File: src/rtl/alu_issue.sv
// Operand-issue/writeback stage in front of a combinational ALU: 2^AW x WIDTH register file, three-address commands.
// Latency: command accepted at edge N drives the ALU during N..N+1; result and register write land at edge N+1.
// Backpressure: holds at most two commands (EX and RES); cmd_ready drops only when both are full and res_ready is low.
module alu_issue #(
    parameter int WIDTH = 32,
    parameter int AW    = 5
) (
    input  logic             clk,
    input  logic             reset_n,

    input  logic             cmd_valid,
    output logic             cmd_ready,
    input  logic [2:0]       cmd_op,
    input  logic [AW-1:0]    cmd_rs,
    input  logic [AW-1:0]    cmd_rt,
    input  logic [AW-1:0]    cmd_rd,
    input  logic             cmd_imm_sel,
    input  logic [WIDTH-1:0] cmd_imm,

    output logic [WIDTH-1:0] alu_a,
    output logic [WIDTH-1:0] alu_b,
    output logic [2:0]       alu_op,
    input  logic [WIDTH-1:0] alu_c,

    output logic             res_valid,
    input  logic             res_ready,
    output logic [WIDTH-1:0] res_data,
    output logic [AW-1:0]    res_rd
);

    localparam int NREG = 1 << AW;

    // EX stage: operands and opcode currently presented to the ALU
    logic             ex_valid;
    logic [WIDTH-1:0] ex_a;
    logic [WIDTH-1:0] ex_b;
    logic [2:0]       ex_op;
    logic [AW-1:0]    ex_rd;

    // Architectural register file; entry 0 is never written so it stays zero
    logic [WIDTH-1:0] rf [NREG];

    logic             res_free;
    logic             ex_adv;
    logic             accept;
    logic             fwd_ok;
    logic [WIDTH-1:0] rs_val;
    logic [WIDTH-1:0] rt_val;
    logic [WIDTH-1:0] b_val;

    // Stall network: EX retires when RES is empty or being drained; a command enters when EX is empty or retiring
    always_comb begin
        res_free  = !res_valid || res_ready;
        ex_adv    = ex_valid && res_free;
        cmd_ready = !ex_valid || ex_adv;
        accept    = cmd_valid && cmd_ready;
        // The retiring EX result is written at this same edge, so a reader must take it from the ALU output
        fwd_ok    = ex_adv && (ex_rd != '0);
    end

    // Source A read with zero-register and bypass from the retiring result
    always_comb begin
        rs_val = rf[cmd_rs];
        if (cmd_rs == '0) begin
            rs_val = '0;
        end else if (fwd_ok && (cmd_rs == ex_rd)) begin
            rs_val = alu_c;
        end
    end

    // Source B read with the same rules, then the immediate select
    always_comb begin
        rt_val = rf[cmd_rt];
        if (cmd_rt == '0) begin
            rt_val = '0;
        end else if (fwd_ok && (cmd_rt == ex_rd)) begin
            rt_val = alu_c;
        end
        b_val = cmd_imm_sel ? cmd_imm : rt_val;
    end

    // EX registers: load a new command on accept, empty when retiring with nothing behind it
    always_ff @(posedge clk or negedge reset_n) begin
        if (!reset_n) begin
            ex_valid <= 1'b0;
            ex_a     <= '0;
            ex_b     <= '0;
            ex_op    <= '0;
            ex_rd    <= '0;
        end else begin
            if (accept) begin
                ex_valid <= 1'b1;
                ex_a     <= rs_val;
                ex_b     <= b_val;
                ex_op    <= cmd_op;
                ex_rd    <= cmd_rd;
            end else if (ex_adv) begin
                ex_valid <= 1'b0;
            end
        end
    end

    // RES registers: capture the ALU result on retire; on a plain drain only the valid flag clears
    always_ff @(posedge clk or negedge reset_n) begin
        if (!reset_n) begin
            res_valid <= 1'b0;
            res_data  <= '0;
            res_rd    <= '0;
        end else begin
            if (ex_adv) begin
                res_valid <= 1'b1;
                res_data  <= alu_c;
                res_rd    <= ex_rd;
            end else if (res_ready) begin
                res_valid <= 1'b0;
            end
        end
    end

    // Register-file writeback of the retiring result; writes to r0 are dropped
    always_ff @(posedge clk or negedge reset_n) begin
        if (!reset_n) begin
            for (int i = 0; i < NREG; i++) begin
                rf[i] <= '0;
            end
        end else begin
            if (fwd_ok) begin
                rf[ex_rd] <= alu_c;
            end
        end
    end

    // ALU is driven purely from registered EX state
    assign alu_a  = ex_a;
    assign alu_b  = ex_b;
    assign alu_op = ex_op;

endmodule

File: config.mk
export PLATFORM = sky130hd
export DESIGN_NAME = alu_issue
export DESIGN_NICKNAME = d
export VERILOG_FILES = /design/src/rtl/alu_issue.sv
export SDC_FILE = /design/constraint.sdc
export NUM_CORES = 2
export LEC_CHECK = 0
export CAP_MARGIN = 20
export CORE_MARGIN = 4
export CORE_UTILIZATION = 30
export CTS_BUF_LIST = sky130_fd_sc_hd__clkbuf_4 sky130_fd_sc_hd__clkbuf_8 sky130_fd_sc_hd__clkbuf_16
export CTS_CLUSTER_SIZE = 8
export DETAILED_ROUTE_END_ITERATION = 12
export RECOVER_POWER = 100
export SYNTH_ARGS = -nofsm -noshare
export SYNTH_HDL_FRONTEND = slang
export SYNTH_SLANG_ARGS = --single-unit
File: constraint.sdc
create_clock -name clk -period 2.8 [get_ports clk]
set_input_delay 0.56 -clock clk [delete_from_list [all_inputs] [get_ports clk]]
set_output_delay 0.56 -clock clk [all_outputs]
set_load 0.01 [all_outputs]
==> out/qor.yml <==
grt_first_pass_wirelength_um: 292000
die_area_um2: 203000
globalRouteOverflowTotal: 0
place.gp.congestion: 0.817
irDropWorstVdd_mv: 0.494
total_power_mw: 58.2
drv_slew: 41
fp.dieW_um: 450
rows: 162
ys_warn_count: 0
syn_inst: 3884
drc: 0
synth_top_area_frac: 0.484
synth_compound_area_frac: 0.0524
clk_pin_slew_ns: 0.05
h-tree-depth: 4
fin_area_um2: 69700
min_from: "cmd_op[0]"
finalSetupTns_ns: 0
synth-edff-count: 0
crit_path_end_kind: "register"
fin_cells: 6792
clockPowerShare: 0.302
synth_top_family_by_area: "multiplexers"
synthXorXnorAreaFrac: 0.00149
cts_buffers: 160
setup_viol: 0
p_sw_frac: 0.288
cellPowerDensity_nw_per_um2: 835
synthMuxAreaShare: 0.406
ff2ff_path_depth: 7
startpoint_type: "register"
yosys.area_share.simple: 0.0224
vias_per_cell: 5.64
worst_slack_ns: 0.0570
clock.fmax_ghz: 0.365
leakage_nw: 29.8
layout.nets: 4235
whs_endpoint: "alu_op[0]"
cts_setup_buffers: 0
fin_util: 0.358
io_pins: 193
crit_fanout: 17
start_util: 0.301
ys_seq_area_frac: 0.484
synth_area_um2: 58700
reg2reg_to: "rf[862]"
reg2reg_slack_ns: 0.06
finalHoldViolations: 0
hold_slack_ns: 0.307
sequentialPowerShare: 0.442
post-dp-hpwl_um: 129000
portBuffers: 192
pwr-share-comb: 0.256
fin_crit_sh: 0.980
die_h_um: 450
outcome: "finished with violations"
dp.cells: 6609
ys_seq_elements: 1135
drt-wirelength-per-cell_um: 29.3
insertion_delay_ns: 0.79
synth_area_leaders: "dfrtp_1, mux4_2, mux2_2, a22oi_1, clkbuf_1"
synth_nets: 3971
synth_fa_ha_area_frac: 0
max_slew_margin: -0.181
grt_max_degree: 109
first_pass_iters: 5
core-area_um2: 195000
area.growth.synth_to_final_pct: 18.8
r2r_start: "res_valid"
clockBufferDepth: 3
postPlaceCellArea_um2: 66700
drive_gt1_frac: 0.508
routed_wirelength_um: 199000
path_class: "register to register"
grt_pass1_vias: 40524
clock_skew_ns: 0.0318
track_usage: 0.195
fin_crit_ns: 2.74
dp_slack_ns: -0.317
synth.distinct_cells: 44
rsz0062_at_grt: "no"
hold_class: "input port to register"
power.internal_mw: 41.4
cts_tree: "built"
violations: "capacitance limit, slew limit"
crit_arrival_ns: 3.39
cap_viol_max_count: 1
yosys.area.top_type: "dfrtp_1"
p_switching_mw: 16.8
synthFlopType: "dfrtp_1"
min_delay_path_depth: 3
antenna_found_initial: 8
avgSynthCellArea_um2: 15.1
clock_sinks: 1135
drt_iter0_drc: 3457
clockRootBuffer: "clkbuf_16"
vias: 38290
required_ns: 3.45
synth-async-reset-ratio: 1.00
antenna_left: 0
worstMarginPinSlew_ns: 1.77
-- flip-flops by register name (all words and copies together), names as in the netlist --
| register | cells |
|---|---|
| alu_a | 32 |
| alu_b | 32 |
| alu_op | 3 |
| ex_rd | 5 |
| ex_valid | 1 |
| res_data | 32 |
| res_rd | 5 |
| res_valid | 1 |
| rf | 1024 |
-- kinds of logic after synthesis --
family / after synthesis
AO/OA/AOI/OAI: 386
XOR/XNOR: 10
buffers and inverters: 457
flip-flops: 1135
multiplexers: 1610
AND/OR/NAND/NOR: 286
-- critical path, stage by stage (launching register included) --
cell and delay (ns):
dfrtp_1 0.39, nand2b_1 0.09, clkbuf_1 0.42, nand4b_1 0.14
clkbuf_2 0.23, nor2_1 0.62, buf_12 0.30, mux2_2 0.36
-- area by class of cell --
cell class	count	area (µm²)
Tap cell	2624	3280
Sequential cell	1135	28400
Timing Repair Buffer	558	5450
Clock inverter	11	158
Fill cell	18540	125000
Clock buffer	169	4150
Inverter	1	3.75
Antenna cell	2	5.00
Multi-Input combinational cell	2292	28300
-- what timing repair did --
action,4_1_cts,5_1_grt
endpoints found under the setup margin,1,0
gates resized for setup,1,0
hold buffers,1,0
hold endpoints to repair,30,0
-- power groups by stage --
stage	Clock, mW	Sequential [mW]	Combinational (mW)
after detailed placement	0	25.8	15.3
after floorplan	0	24.4	10.9
after global placement	0	25.5	14.9
final	17.6	25.7	14.9
after global routing	18.7	26.3	16.0
after CTS	18.0	25.6	15.3
-- layout by cell type (no fill, tap or decap), drive strengths merged, types with 7 or more instances in the layout --
cell type | synthesis | final
nand3 | 100 | 100
o21ai | 64 | 64
buf | 210 | 265
mux4 | 513 | 513
mux2i | 68 | 68
nand2 | 90 | 90
clkbuf | 246 | 278
a22oi | 218 | 218
a21oi | 32 | 32
dfrtp | 1135 | 1135
xor2 | 7 | 7
a221oi | 32 | 32
clkdlybuf4s50 | 0 | 77
dlygate4sd3 | 0 | 107
a32oi | 32 | 32
nor2 | 63 | 63
mux2 | 1029 | 1029
-- synth_stat cells, types with 22 or more instances --
library cell,number
nor2_1,63
dfrtp_1,1135
clkbuf_1,246
mux2_2,1019
buf_1,48
mux4_2,513
a221oi_2,30
nand2_1,90
a22oi_1,207
a21oi_1,22
mux2i_1,68
buf_2,150
nand3_1,100
o21ai_0,64
a32oi_1,32
-- how the worst max path moves through the flow --
stage / start / endpoint / slack (ns)
2_1_floorplan: cmd_rt[0] / alu_b[0] / 0.43
3_3_place_gp: cmd_rt[4] / alu_b[22] / -0.30
3_5_place_dp: cmd_rt[4] / alu_b[22] / -0.32
4_1_cts: ex_valid / cmd_ready / 0.04
5_1_grt: res_valid / rf[853] / 0.02
6_report: res_valid / rf[862] / 0.06
-- routing by layer --
metal,GRT usage,up-vias,wire [µm]
li1,-,15505,-
met1,0.256,20905,81600
met2,0.320,1476,96400
met3,0.0298,402,11200
met4,0.0864,2,10000
met5,0,-,10
No activity file was read; power rests on OpenSTA's default activity.
